**src/rtl/fault_monitor_pkg.sv**
```systemverilog
// Shared definitions for the hull-fault monitor: channel state encoding,
// register addresses and CTRL register bit positions.
package fault_monitor_pkg;

    // Per-channel supervisor state. RUN is the only state that lets a motor run.
    typedef enum logic [1:0] {
        ST_RUN  = 2'd0,
        ST_TRIP = 2'd1,
        ST_HOLD = 2'd2
    } chan_state_e;

    // Avalon word addresses.
    localparam logic [1:0] ADDR_STATUS = 2'd0;
    localparam logic [1:0] ADDR_MASK   = 2'd1;
    localparam logic [1:0] ADDR_STICKY = 2'd2;
    localparam logic [1:0] ADDR_CTRL   = 2'd3;

    // CTRL register layout.
    localparam int CTRL_AUTO_RETRY  = 0;
    localparam int CTRL_FORCE_OFF   = 1;
    localparam int CTRL_NOT_RUN_LSB = 8;

endpackage

```
**src/rtl/fault_monitor_ctrl_if.sv**
```systemverilog
// Avalon-MM slave bus of the fault monitor, plus its level interrupt.
//
// Handshake: there is no wait-state or valid/ready pair. A write takes effect
// on the rising edge where write is high. readdata is registered from the
// address mux every cycle, regardless of read, so it shows the register
// selected by address one cycle earlier.
interface fault_monitor_ctrl_if;
    logic [1:0]  address;
    logic        read;
    logic        write;
    logic [31:0] writedata;
    logic [31:0] readdata;
    logic        irq;

    modport master (
        output address, read, write, writedata,
        input  readdata, irq
    );

    modport slave (
        input  address, read, write, writedata,
        output readdata, irq
    );
endinterface

```
**src/rtl/fault_chan.sv**
```systemverilog
// One fault channel: 2-FF synchroniser, debounce filter and the
// RUN/TRIP/HOLD supervisor that decides whether the motor may run.
module fault_chan
    import fault_monitor_pkg::*;
#(
    parameter int DEB_CYCLES  = 16,
    parameter int HOLD_CYCLES = 50000
) (
    input  logic        clk,
    input  logic        reset,
    input  logic        in_raw,      // asynchronous fault line, 1 = fault
    input  logic        retry_ok,    // HOLD may return to RUN once the hold time has expired
    output logic        deb_o,       // debounced fault level
    output logic        deb_rise_o,  // one-cycle pulse on a debounced rising edge
    output logic        run_o,       // registered: state is RUN
    output chan_state_e state_o      // current supervisor state
);

    localparam int DEB_W  = $clog2(DEB_CYCLES);
    localparam int HOLD_W = $clog2(HOLD_CYCLES + 1);

    localparam logic [DEB_W-1:0]  DEB_LAST  = DEB_W'(DEB_CYCLES - 1);
    localparam logic [HOLD_W-1:0] HOLD_LOAD = HOLD_W'(HOLD_CYCLES - 1);

    logic              sync1_q, sync1_d;
    logic              sync2_q, sync2_d;
    logic              deb_q, deb_d;
    logic              deb_prev_q, deb_prev_d;
    logic [DEB_W-1:0]  deb_cnt_q, deb_cnt_d;

    chan_state_e       state_q;
    logic [HOLD_W-1:0] hold_cnt_q;
    logic              run_q;

    // Synchroniser shift and debounce: a new level is accepted only after it
    // has differed from deb for DEB_CYCLES consecutive cycles.
    always_comb begin
        sync1_d    = in_raw;
        sync2_d    = sync1_q;
        deb_prev_d = deb_q;
        deb_d      = deb_q;
        deb_cnt_d  = '0;
        if (sync2_q != deb_q) begin
            if (deb_cnt_q == DEB_LAST) begin
                deb_d     = sync2_q;
                deb_cnt_d = '0;
            end else begin
                deb_cnt_d = deb_cnt_q + DEB_W'(1);
            end
        end
    end

    // Synchroniser and debounce registers.
    always_ff @(posedge clk) begin
        if (reset) begin
            sync1_q    <= 1'b0;
            sync2_q    <= 1'b0;
            deb_q      <= 1'b0;
            deb_prev_q <= 1'b0;
            deb_cnt_q  <= '0;
        end else begin
            sync1_q    <= sync1_d;
            sync2_q    <= sync2_d;
            deb_q      <= deb_d;
            deb_prev_q <= deb_prev_d;
            deb_cnt_q  <= deb_cnt_d;
        end
    end

    // Trip/hold/retry supervisor; run_q tracks the next state so it is a
    // registered copy of (state == RUN).
    always_ff @(posedge clk) begin
        if (reset) begin
            state_q    <= ST_RUN;
            hold_cnt_q <= '0;
            run_q      <= 1'b1;
        end else begin
            case (state_q)
                ST_RUN: begin
                    if (deb_q) begin
                        state_q <= ST_TRIP;
                        run_q   <= 1'b0;
                    end
                end
                ST_TRIP: begin
                    if (!deb_q) begin
                        state_q    <= ST_HOLD;
                        hold_cnt_q <= HOLD_LOAD;
                    end
                end
                ST_HOLD: begin
                    if (deb_q) begin
                        // Fault returned: abandon the hold countdown.
                        state_q <= ST_TRIP;
                    end else if (hold_cnt_q != '0) begin
                        hold_cnt_q <= hold_cnt_q - HOLD_W'(1);
                    end else if (retry_ok) begin
                        state_q <= ST_RUN;
                        run_q   <= 1'b1;
                    end
                end
                default: begin
                    // Unreachable encoding: fail safe with the motor off.
                    state_q <= ST_TRIP;
                    run_q   <= 1'b0;
                end
            endcase
        end
    end

    assign deb_o      = deb_q;
    assign deb_rise_o = deb_q & ~deb_prev_q;
    assign run_o      = run_q;
    assign state_o    = state_q;

endmodule

```
**src/rtl/fault_monitor_ctrl.sv**
```systemverilog
// Hull-fault monitor for four wheel drivers and the dribbler. Per-channel
// filtering and motor supervision live in fault_chan; this level holds the
// CPU-visible registers, sticky fault bits, read mux and interrupt.
module fault_monitor_ctrl
    import fault_monitor_pkg::*;
#(
    parameter int N_CH        = 5,
    parameter int DEB_CYCLES  = 16,
    parameter int HOLD_CYCLES = 50000
) (
    input  logic                clk,
    input  logic                reset,
    input  logic [N_CH-1:0]     in_port,
    fault_monitor_ctrl_if.slave bus,
    output logic [N_CH-1:0]     motor_en
);

    logic [N_CH-1:0] deb;
    logic [N_CH-1:0] deb_rise;
    logic [N_CH-1:0] run;
    logic [N_CH-1:0] not_run;
    logic [N_CH-1:0] retry_ok;
    chan_state_e     chan_state [N_CH];

    logic [N_CH-1:0] mask_q, mask_d;
    logic [N_CH-1:0] sticky_q, sticky_d;
    logic [N_CH-1:0] sticky_clr;
    logic            auto_retry_q, auto_retry_d;
    logic            force_off_q, force_off_d;
    logic [31:0]     readdata_q, readdata_d;
    logic            irq_q, irq_d;

    // The bus is always-valid, so read is not needed; upper write bits have no home.
    logic unused_bus_bits;
    assign unused_bus_bits = ^{bus.read, bus.writedata[31:N_CH]};

    for (genvar i = 0; i < N_CH; i++) begin : g_chan
        assign retry_ok[i] = auto_retry_q | ~sticky_q[i];

        fault_chan #(
            .DEB_CYCLES  (DEB_CYCLES),
            .HOLD_CYCLES (HOLD_CYCLES)
        ) u_chan (
            .clk        (clk),
            .reset      (reset),
            .in_raw     (in_port[i]),
            .retry_ok   (retry_ok[i]),
            .deb_o      (deb[i]),
            .deb_rise_o (deb_rise[i]),
            .run_o      (run[i]),
            .state_o    (chan_state[i])
        );

        assign not_run[i] = (chan_state[i] != ST_RUN);
    end

    // Register writes; sticky set from a debounced rising edge beats a same-cycle clear.
    always_comb begin
        mask_d       = mask_q;
        auto_retry_d = auto_retry_q;
        force_off_d  = force_off_q;
        sticky_clr   = '0;
        if (bus.write) begin
            case (bus.address)
                ADDR_MASK:   mask_d = bus.writedata[N_CH-1:0];
                ADDR_STICKY: sticky_clr = bus.writedata[N_CH-1:0];
                ADDR_CTRL: begin
                    auto_retry_d = bus.writedata[CTRL_AUTO_RETRY];
                    force_off_d  = bus.writedata[CTRL_FORCE_OFF];
                end
                default: ;
            endcase
        end
        sticky_d = (sticky_q & ~sticky_clr) | deb_rise;
        irq_d    = |(sticky_q & mask_q);
    end

    // Read mux, captured every cycle so readdata lags address by one cycle.
    always_comb begin
        readdata_d = '0;
        case (bus.address)
            ADDR_STATUS: readdata_d[N_CH-1:0] = deb;
            ADDR_MASK:   readdata_d[N_CH-1:0] = mask_q;
            ADDR_STICKY: readdata_d[N_CH-1:0] = sticky_q;
            ADDR_CTRL: begin
                readdata_d[CTRL_AUTO_RETRY]            = auto_retry_q;
                readdata_d[CTRL_FORCE_OFF]             = force_off_q;
                readdata_d[CTRL_NOT_RUN_LSB +: N_CH]   = not_run;
            end
            default: ;
        endcase
    end

    // Register file, sticky bits, read data and interrupt.
    always_ff @(posedge clk) begin
        if (reset) begin
            mask_q       <= '0;
            sticky_q     <= '0;
            auto_retry_q <= 1'b0;
            force_off_q  <= 1'b0;
            readdata_q   <= '0;
            irq_q        <= 1'b0;
        end else begin
            mask_q       <= mask_d;
            sticky_q     <= sticky_d;
            auto_retry_q <= auto_retry_d;
            force_off_q  <= force_off_d;
            readdata_q   <= readdata_d;
            irq_q        <= irq_d;
        end
    end

    assign bus.readdata = readdata_q;
    assign bus.irq      = irq_q;
    assign motor_en     = run & {N_CH{~force_off_q}};

endmodule
```
**src/flat_wrapper.sv**
```systemverilog
// flat-port wrapper written by rule: the top's interface ports become plain ports
module fault_monitor_ctrl_flat import fault_monitor_pkg::*;
#(
    parameter int N_CH        = 5,
    parameter int DEB_CYCLES  = 16,
    parameter int HOLD_CYCLES = 50000
)
  (clk, reset, in_port, motor_en, bus_address, bus_read, bus_write, bus_writedata, bus_readdata, bus_irq);
  fault_monitor_ctrl_if bus_i ();
  input  logic clk;
  input  logic reset;
  input  logic [N_CH-1:0] in_port;
  output logic [N_CH-1:0] motor_en;
  input wire logic [$bits(bus_i.address)-1:0] bus_address;
  input wire logic [$bits(bus_i.read)-1:0] bus_read;
  input wire logic [$bits(bus_i.write)-1:0] bus_write;
  input wire logic [$bits(bus_i.writedata)-1:0] bus_writedata;
  output wire logic [$bits(bus_i.readdata)-1:0] bus_readdata;
  output wire logic [$bits(bus_i.irq)-1:0] bus_irq;
  assign bus_i.address = bus_address;
  assign bus_i.read = bus_read;
  assign bus_i.write = bus_write;
  assign bus_i.writedata = bus_writedata;
  assign bus_readdata = bus_i.readdata;
  assign bus_irq = bus_i.irq;
  fault_monitor_ctrl #(.N_CH(N_CH), .DEB_CYCLES(DEB_CYCLES), .HOLD_CYCLES(HOLD_CYCLES)) u_core (.clk(clk), .reset(reset), .in_port(in_port), .bus(bus_i), .motor_en(motor_en));
endmodule
```
**config.mk**
```make
export PLATFORM = sky130hd
export DESIGN_NAME = fault_monitor_ctrl_flat
export DESIGN_NICKNAME = d
export VERILOG_FILES = /design/src/rtl/fault_monitor_pkg.sv /design/src/rtl/fault_monitor_ctrl_if.sv /design/src/rtl/fault_chan.sv /design/src/rtl/fault_monitor_ctrl.sv /design/src/flat_wrapper.sv
export SDC_FILE = /design/constraint.sdc
export NUM_CORES = 1
export LEC_CHECK = 0
export ABC_AREA = 1
export BUFFER_PORTS_ARGS = -buffer_cell sky130_fd_sc_hd__buf_2
export CAP_MARGIN = 10
export CORE_MARGIN = 8
export CORE_UTILIZATION = 54
export CTS_CLUSTER_SIZE = 14
export DETAILED_ROUTE_END_ITERATION = 16
export PLACE_DENSITY = 0.77
export SYNTH_ARGS = -nofsm -noshare
export SYNTH_HDL_FRONTEND = slang
export SYNTH_SLANG_ARGS = --single-unit
```
**constraint.sdc**
```tcl
create_clock -name clk -period 1.6 [get_ports clk]
set_clock_uncertainty 0.2 [all_clocks]
set_input_delay 0.24 -clock clk [delete_from_list [all_inputs] [get_ports clk]]
set_output_delay 0.24 -clock clk [all_outputs]
set_load 0.05 [all_outputs]
```
==> results.toml, run 1 <==
[floorplan]
start_util_pct = 54.8
die-width_um = 143
num_rows = 46
core_um2 = 15800
die_y_um = 143
dieArea_um2 = 20300
io-pin-count = 81

[worst_setup_path]
cp_data_arrival_time_ns = 2.04
cp_max_fo = 4
worst_setup_path_end_kind = "flop"
cp-start-kind = "flop"
crit_type = "reg -> reg"
reg2reg_from = "u_core.g_chan[3].u_chan.hold_cnt_q[8]$_SDFFE_PP0P_"
crit_required_ns = 1.70
cp-startpoint = "u_core.g_chan[3].u_chan.hold_cnt_q[8]$_SDFFE_PP0P_"
rr_worst_depth = 9

[sta]
setup-violations-final = 83
period_share_pct = 121
finalSetupTns_ns = -7.51
maxSlewViolCount = 0
hold_slack_ns = 0.00953
max_slew_margin_pct = 59.8
hold_viol = 0
fin_ws_ns = -0.342
rsz0062_at_grt = "yes"
fmax_mhz = 515
fin_crit_ns = 1.94
tightest_slew_ns = 0.603

[routing]
wire_per_inst_um = 17.5
drt_iter0_drc = 1005
num_vias = 10079
drt-total-wl_um = 30900
drt.antenna.violating_nets = 0
via_per_inst = 5.71
first_pass_iters = 6
drc = 0

[synthesis]
yosys.area.top_type = "dfxtp_1"
syn_area_per_cell_um2 = 6.62
synthTopCellsByCount = "nand2_1 (365), nor2_1 (212), dfxtp_1 (158), nand3_1 (116), inv_1 (115)"
netlist.area_leader.share_pct = 36.6
ys_seq_area_share_pct = 36.6
synth_ff_type = "dfxtp_1"
synth-edff-count = 0
yosys_warnings = 0
synth-compound-area-share_pct = 9.48
syn-cell-area_um2 = 8650
synth_fa_ha_area_share_pct = 1.45
synthXorXnorAreaFrac_pct = 1.92
synth_async_sr_flop_share_pct = 0
synth-seq-cells = 158
synth_top_family_by_area = "simple AND/OR/NAND/NOR gates"
yosys.cell_count.top_type = "nand2_1"
syn-instance-count = 1307
synth_simple_gate_area_share_pct = 41.0
ys_types = 37
muxShareOfSynthArea_pct = 0
synth.area.top_cells = "dfxtp_1 (37%), nand2_1 (16%), nor2_1 (9.2%)"

[power]
leakage_nw = 5.89
peakVddDrop_mv = 0.843
power.density_nw_per_um2 = 652

[place]
port_buffers = 30
placed_cells = 1671
dp_hpwl_um = 14600
gp_congestion = 0.875

[run]
max_cap_viol_count = 0

[global_routing]
antenna_found_initial = 1
grt_pass1_wl_um = 38900
track_usage_pct = 23.4
grt.overflow.total = 0
grt_max_degree = 104
grt_pass1_vias = 8621

[layout]
fin_cells = 1764
antenna_cells = 0
areaGrowthSynthToFinish_pct = 46.3
final_util_pct = 80.2
nets = 1588
drive_above_1_share_pct = 41.3

[clocking]
clkTransAtPathRegs_ns = 0.06
cts.sinks = 158
clock_latency_ns = 0.44
cts_tree = "done"
cts_inserted_buffers = 17
cts_root_buffer = "clkbuf_16"
h-tree-depth = 4
clk_path_buf_depth = 2

[hold_path]
min_path_cells = 4
min_from = "bus_write"
min_path_type = "in -> reg"

[run_status]
failed_checks = "setup timing"
outcome = "complete, but fails checks"
-- worst paths after layout --
kind / end / slack [ns]
max: u_core.g_chan[3].u_chan.run_o$_SDFFE_PP1P_ / -0.34
min: u_core.sticky_q[0]$_SDFF_PP0_ / 0.01
max reg2reg: u_core.g_chan[3].u_chan.run_o$_SDFFE_PP1P_ / -0.34
min reg2reg: u_core.g_chan[2].u_chan.sync2_q$_SDFF_PP0_ / 0.20
-- power breakdown --
part	leakage [nW]	total [mW]	internal [mW]	switching, mW
sequential	1.30	3.96	3.95	0.0148
clock	0.269	3.90	2.21	1.69
combinational	4.33	0.385	0.0921	0.293
total	5.89	8.25	6.25	2.00
-- logic make-up after synthesis --
group,after synthesis
fa+ha+maj,10
buf+inv,176
xor+xnor,19
simple gates,804
flops,158
compound gates,139
other cells,1
-- flip-flops by register name (all words and copies together) (netlist names), 10 cells and up --
signal / count
u_core.g_chan.u_chan.hold_cnt_q: 80
u_core.g_chan.u_chan.deb_cnt_q: 20
u_core.bus.readdata: 10
u_core.g_chan.u_chan.state_o: 10
-- critical path: stages, from the launching register on --
cell	delay [ns]
dfxtp_1	0.33
nor2_2	0.20
nand2_2	0.12
nor2_2	0.18
buf_4	0.16
nand2_4	0.05
nand2_4	0.09
nand2_8	0.09
o21ai_0	0.23
nand3_1	0.15
-- cell type report --
cell class | count | area [um^2]
well taps | 216 | 270
flip-flops and latches | 158 | 3220
repair buffers | 235 | 2020
multi-input cells | 999 | 6100
inverters | 124 | 487
clock inverters | 11 | 91.3
clock buffers | 21 | 460
fillers | 906 | 3120
-- placed cells by master (no fill, tap or decap), types with 7 or more instances in the layout --
cell           Yosys  routed
nor2_1           212     117
dfxtp_2            0      36
inv_1            115      97
conb_1             1      22
buf_4             25     157
inv_2              7      19
dlygate4sd3_1      0      14
a21oi_1           71      61
buf_12             2       7
xor2_1            13      13
clkbuf_16          0      21
nor2_4             6      69
nand3_2            2      15
nand2_4           11      42
buf_2              7      24
nand2_1          365     287
dfxtp_1          158     118
buf_6              2      25
nand3_1          116     101
nor2_2            22      54
nor3_1             9       7
a21oi_2           24      34
nand2_2           26      65
or2_2             11      10
nand2_8            0      13
o21ai_0           31      22
nand3b_1          12      12
-- per-layer routing --
metal,wire (um),vias to the layer above,global-route usage [%],part of all wire (%)
li1,-,4576,-,-
met1,11100,4702,26.2,36
met2,15700,603,42.0,51
met3,2370,196,4.83,7.7
met4,1730,2,9.96,5.6
met5,10,-,0,0.032
-- stage by stage --
stage / setup WS [ns] / power (mW) / area (um^2)
detailed placement: -0.432 / 4.38 / 10000
floorplan: -0.0218 / 4.34 / 8780
global placement: -0.354 / 4.38 / 10000
finish: -0.342 / 8.25 / 12700
global route: -0.458 / 8.43 / 12700
CTS: -0.0216 / 8.21 / 11300
-- timing repair --
action | 4_1_cts | 5_1_grt
endpoints found under the setup margin | 85 | 95
pin swaps | 36 | 127
buffers inserted | 16 | 22
gates resized for setup | 116 | 326
endpoints found under the hold margin | 16 | 0
hold buffers | 14 | 0
gates cloned | 3 | 6
No activity file was read; power rests on OpenSTA's default activity.
==> inputs of run 2 (changes only) <==
--- a/config.mk
+++ b/config.mk
@@ -12,7 +12,7 @@
 export CORE_UTILIZATION = 54
 export CTS_CLUSTER_SIZE = 14
 export DETAILED_ROUTE_END_ITERATION = 16
-export PLACE_DENSITY = 0.77
+export PLACE_DENSITY_LB_ADDON = 0.25
 export SYNTH_ARGS = -nofsm -noshare
 export SYNTH_HDL_FRONTEND = slang
 export SYNTH_SLANG_ARGS = --single-unit
==> results.toml, run 2 (synthesis gave the netlist of run 1 again) <==
[run_status]
outcome = "complete, but fails checks"
failed_checks = "setup timing"

[global_routing]
grt_pass1_wl_um = 38300
grt.overflow.total = 0
track_usage_pct = 23.0
grt_pass1_vias = 8349
antenna_found_initial = 1
grt_max_degree = 74

[sta]
hold_slack_ns = 0.0116
fin_crit_ns = 1.78
rsz0062_at_grt = "yes"
fmax_mhz = 562
period_share_pct = 111
fin_ws_ns = -0.178
finalSetupTns_ns = -5.14
maxSlewViolCount = 0
setup-violations-final = 79
hold_viol = 0

[routing]
first_pass_iters = 5
drc = 0
drt.antenna.violating_nets = 0
via_per_inst = 5.47
num_vias = 9696
drt-total-wl_um = 29200
drt_iter0_drc = 780
wire_per_inst_um = 16.5

[power]
seqPwrFrac_pct = 46.4
p_clk_share_pct = 49.2
p_int_mw = 6.52
power_frac_comb_pct = 4.4
power.density_nw_per_um2 = 674
switchingPower_mw = 2.04
peakVddDrop_mv = 0.952
p_sw_share_pct = 23.9
leakage_nw = 5.83

[layout]
final_util_pct = 80.5
largest_register = "u_core.g_chan.u_chan.hold_cnt_q"
final_common_cell = "nand2_1"
final_cell_mix = "nand2_1 (268), buf_4 (168), nor2_1 (126), dfxtp_1 (110), inv_1 (99)"
reg_top3 = "u_core.g_chan.u_chan.hold_cnt_q: 80 flops, u_core.g_chan.u_chan.deb_cnt_q: 20 flops"
fill_cells = 971
areaGrowthSynthToFinish_pct = 46.7
largest_reg_flops = 80
seqCellArea_um2 = 3240
multiInputGateArea_um2 = 6140
nets = 1595
drive_above_1_share_pct = 43.9

[clocking]
clock_latency_ns = 0.43
cts.sinks = 158
cts_inserted_buffers = 17
cts_root_buffer = "clkbuf_16"
clk_path_buf_depth = 2
cts_tree = "done"
h-tree-depth = 4
clkTransAtPathRegs_ns = 0.06

[floorplan]
core_um2 = 15800
die_y_um = 143
die-width_um = 143
start_util_pct = 54.8
num_rows = 46
io-pin-count = 81
dieArea_um2 = 20300

[worst_setup_path]
worst_setup_path_end_kind = "flop"
cp-start-kind = "flop"
cp_max_fo = 8
crit_type = "reg -> reg"
cp_data_arrival_time_ns = 1.92
crit_required_ns = 1.74
cp-startpoint = "u_core.g_chan[0].u_chan.hold_cnt_q[15]$_SDFFE_PP0P_"
reg2reg_from = "u_core.g_chan[0].u_chan.hold_cnt_q[15]$_SDFFE_PP0P_"

[hold_path]
min_from = "bus_write"
min_path_type = "in -> reg"

[place]
port_buffers = 30
gp_congestion = 0.890
dp_hpwl_um = 15000
dp_slack_ns = -0.439

[run]
max_cap_viol_count = 0
run 2: cell types whose count changed in the layout (fill, tap and decap cells not counted), moves of 6 or more:
cell | previous run | this run
dfxtp_1 | 118 | 110
nand2_2 | 65 | 92
nand2_4 | 42 | 34
nand2_1 | 287 | 268
a21oi_2 | 34 | 46
buf_6 | 25 | 31
dfxtp_2 | 36 | 43
nor2_4 | 69 | 62
nor2_1 | 117 | 126
buf_4 | 157 | 168
a21oi_1 | 61 | 48
run 2: worst max-delay path, stage by stage (launching register included):
cell	delay, ns
dfxtp_2	0.34
nor2_1	0.18
nand2_1	0.15
nor2_4	0.18
nand2_2	0.08
nand2_4	0.10
nand2_8	0.09
nand2_8	0.13
nand2_1	0.07
a21oi_1	0.17
run 2: layout make-up:
cell class / instances / area share (%)
multi-input combinational: 1000 / 48.4
antenna: 1 / 0.0197
inverter: 124 / 3.78
clock buffer: 21 / 3.79
tap: 216 / 2.13
sequential: 158 / 25.5
timing repair buffer: 241 / 15.3
clock inverter: 11 / 1.03
run 2: power groups by stage:
stage          logic [mW]  registers, mW  clock network, mW
2_1_floorplan       0.276           4.06                  0
3_3_place_gp        0.321           4.06                  0
3_5_place_dp        0.324           4.06                  0
4_1_cts             0.359           3.97               4.22
5_1_grt             0.399           3.96               4.43
6_report            0.377           3.97               4.21
run 2: final timing paths:
check                           slack, ns  depth (start not counted)                                                 end
worst max-delay path                -0.18                          9  u_core.g_chan[0].u_chan.hold_cnt_q[8]$_SDFFE_PP0P_
worst min-delay path                 0.01                          3                    u_core.auto_retry_q$_SDFFE_PP0P_
worst max register to register      -0.18                          9  u_core.g_chan[0].u_chan.hold_cnt_q[8]$_SDFFE_PP0P_
worst min register to register       0.21                          2          u_core.g_chan[2].u_chan.sync2_q$_SDFF_PP0_
run 2: what timing repair did:
action / in CTS / in global routing
setup buffers: 12 / 32
gates resized for setup: 105 / 360
hold buffers: 13 / 0
endpoints found under the hold margin: 17 / 0
pin swaps: 33 / 143
endpoints found under the setup margin: 87 / 92
gates cloned: 3 / 4
run 2: stage by stage:
stage	std cells	power, mW	cell area (um^2)
2_1_floorplan	1328	4.34	8780
3_3_place_gp	1675	4.38	10000
3_5_place_dp	1675	4.38	10000
4_1_cts	1735	8.55	11200
5_1_grt	1771	8.80	12700
6_report	1772	8.56	12700
run 2: routing by layer:
layer	track usage (%)	wire length (um)	vias up
met1	27.4	11100	4548
met2	41.1	15000	436
met3	4.13	1890	119
met4	6.66	1190	2
li1	-	-	4591
met5	0	13	-
==> inputs of run 3 (changes only) <==
--- a/config.mk
+++ b/config.mk
@@ -9,7 +9,8 @@
 export BUFFER_PORTS_ARGS = -buffer_cell sky130_fd_sc_hd__buf_2
 export CAP_MARGIN = 10
 export CORE_MARGIN = 8
-export CORE_UTILIZATION = 54
+export CORE_UTILIZATION = 60
+export CTS_CLUSTER_DIAMETER = 120
 export CTS_CLUSTER_SIZE = 14
 export DETAILED_ROUTE_END_ITERATION = 16
 export PLACE_DENSITY_LB_ADDON = 0.25
==> constraint.sdc (replaced) <==
create_clock -name clk -period 1.8 [get_ports clk]
set_clock_uncertainty 0.2 [all_clocks]
set_input_delay 0.27 -clock clk [delete_from_list [all_inputs] [get_ports clk]]
set_output_delay 0.27 -clock clk [all_outputs]
set_load 0.05 [all_outputs]
==> results.toml, run 3 (synthesis gave the netlist of run 1 again) <==
[floorplan]
die_y_um = 136
core_um2 = 14300
num_rows = 44
dieArea_um2 = 18500
io-pin-count = 81
die-width_um = 136
start_util_pct = 60.4

[layout]
largest_register = "u_core.g_chan.u_chan.hold_cnt_q"
final_common_cell = "nand2_1"
reg_top3 = "u_core.g_chan.u_chan.hold_cnt_q: 80 flops, u_core.g_chan.u_chan.deb_cnt_q: 20 flops"
seqCellArea_um2 = 3170
drive_above_1_share_pct = 19.2
largest_reg_flops = 80
areaGrowthSynthToFinish_pct = 19.8
final_cell_mix = "nand2_1 (362), nor2_1 (203), dfxtp_1 (153), nand3_1 (116), inv_1 (112)"
antenna_cells = 0
fin_cells = 1614
multiInputGateArea_um2 = 4900
final_util_pct = 72.3
fill_cells = 1150
nets = 1470

[worst_setup_path]
crit_type = "reg -> out"
cp_max_fo = 7
cp-start-kind = "flop"
reg2reg_from = "u_core.g_chan[2].u_chan.hold_cnt_q[8]$_SDFFE_PP0P_"
crit_required_ns = 1.33
cp_data_arrival_time_ns = 1.27
cp-startpoint = "u_core.force_off_q$_SDFFE_PP0P_"
worst_setup_path_end_kind = "output pin"

[place]
dp_hpwl_um = 13800
placed_cells = 1560
dp_slack_ns = -0.239
gp_congestion = 0.899
port_buffers = 30

[global_routing]
grt_pass1_wl_um = 33900
grt_pass1_vias = 7577
antenna_found_initial = 0
grt.overflow.total = 0
grt_max_degree = 58
track_usage_pct = 22.3

[clocking]
cts.sinks = 158
cts_inserted_buffers = 17
cts_root_buffer = "clkbuf_16"
clk_path_buf_depth = 2
clkTransAtPathRegs_ns = 0.06
cts_tree = "done"
h-tree-depth = 4
clock_latency_ns = 0.44

[sta]
fin_crit_ns = 1.74
maxSlewViolCount = 0
hold_viol = 0
rsz0062_at_grt = "yes"
fin_ws_ns = 0.0593
setup-violations-final = 0
hold_slack_ns = 0.0306
period_share_pct = 96.7
fmax_mhz = 574

[hold_path]
min_path_type = "in -> reg"
min_from = "bus_write"

[run_status]
outcome = "finished, final reports clean"

[power]
power.density_nw_per_um2 = 753
power_mw = 7.80
leakage_nw = 4.89
peakVddDrop_mv = 0.751

[routing]
drt-total-wl_um = 20900
via_per_inst = 5.22
first_pass_iters = 7
wire_per_inst_um = 13.0
num_vias = 8421
drt.antenna.violating_nets = 0
drt_iter0_drc = 479
drc = 0

[run]
max_cap_viol_count = 0
-- run 3: where the power goes --
part           internal [mW]  leakage, nW  total, mW  switching [mW]
combinational         0.0713         3.29      0.313           0.242
sequential              3.52         1.28       3.53          0.0150
clock                   2.46        0.314       3.95            1.49
-- run 3: cell type report --
type	count	share of cell area (%)
clock buffer	18	4.14
clock inverter	14	2.09
inverter	124	4.49
multi-input combinational	997	47.4
sequential	158	30.6
tap	184	2.22
timing repair buffer	119	9.07
-- run 3: timing repair --
action | CTS | global route
buffers inserted | 0 | 7
resized for setup | 6 | 37
hold buffers | 11 | 0
pin swaps | 0 | 12
hold endpoints to repair | 21 | 0
endpoints found under the setup margin | 28 | 76
gates cloned | 0 | 4
-- run 3: final timing paths --
kind	end	slack, ns	cells past startpoint
hold / removal	u_core.mask_q[2]$_SDFFE_PP0P_	0.03	3
setup reg to reg	u_core.g_chan[2].u_chan.hold_cnt_q[3]$_SDFFE_PP0P_	0.06	9
hold reg to reg	u_core.g_chan[0].u_chan.sync2_q$_SDFF_PP0_	0.20	2
setup / recovery	motor_en[0]	0.06	2
-- run 3: per-stage QoR --
| step | TNS (ns) | area, um^2 |
|---|---|---|
| 2_1_floorplan | 0 | 8730 |
| 3_3_place_gp | -1.80 | 9330 |
| 3_5_place_dp | -2.52 | 9330 |
| 4_1_cts | 0 | 10100 |
| 5_1_grt | -0.355 | 10400 |
| 6_report | 0 | 10400 |
-- run 3: metal layers --
| layer | share of wire (%) | vias up | GRT usage (%) |
|---|---|---|---|
| met3 | 4.6 | 36 | 4.66 |
| met5 | 0 | - | 0 |
| met1 | 44 | 3866 | 26.3 |
| li1 | - | 4325 | - |
| met4 | 2.1 | 0 | 8.60 |
| met2 | 50 | 194 | 38.7 |
-- run 3: worst max-delay path, stage by stage, from the launching register on --
cell and delay [ns]:
dfxtp_2 0.39, nor2_1 0.16, buf_2 0.28
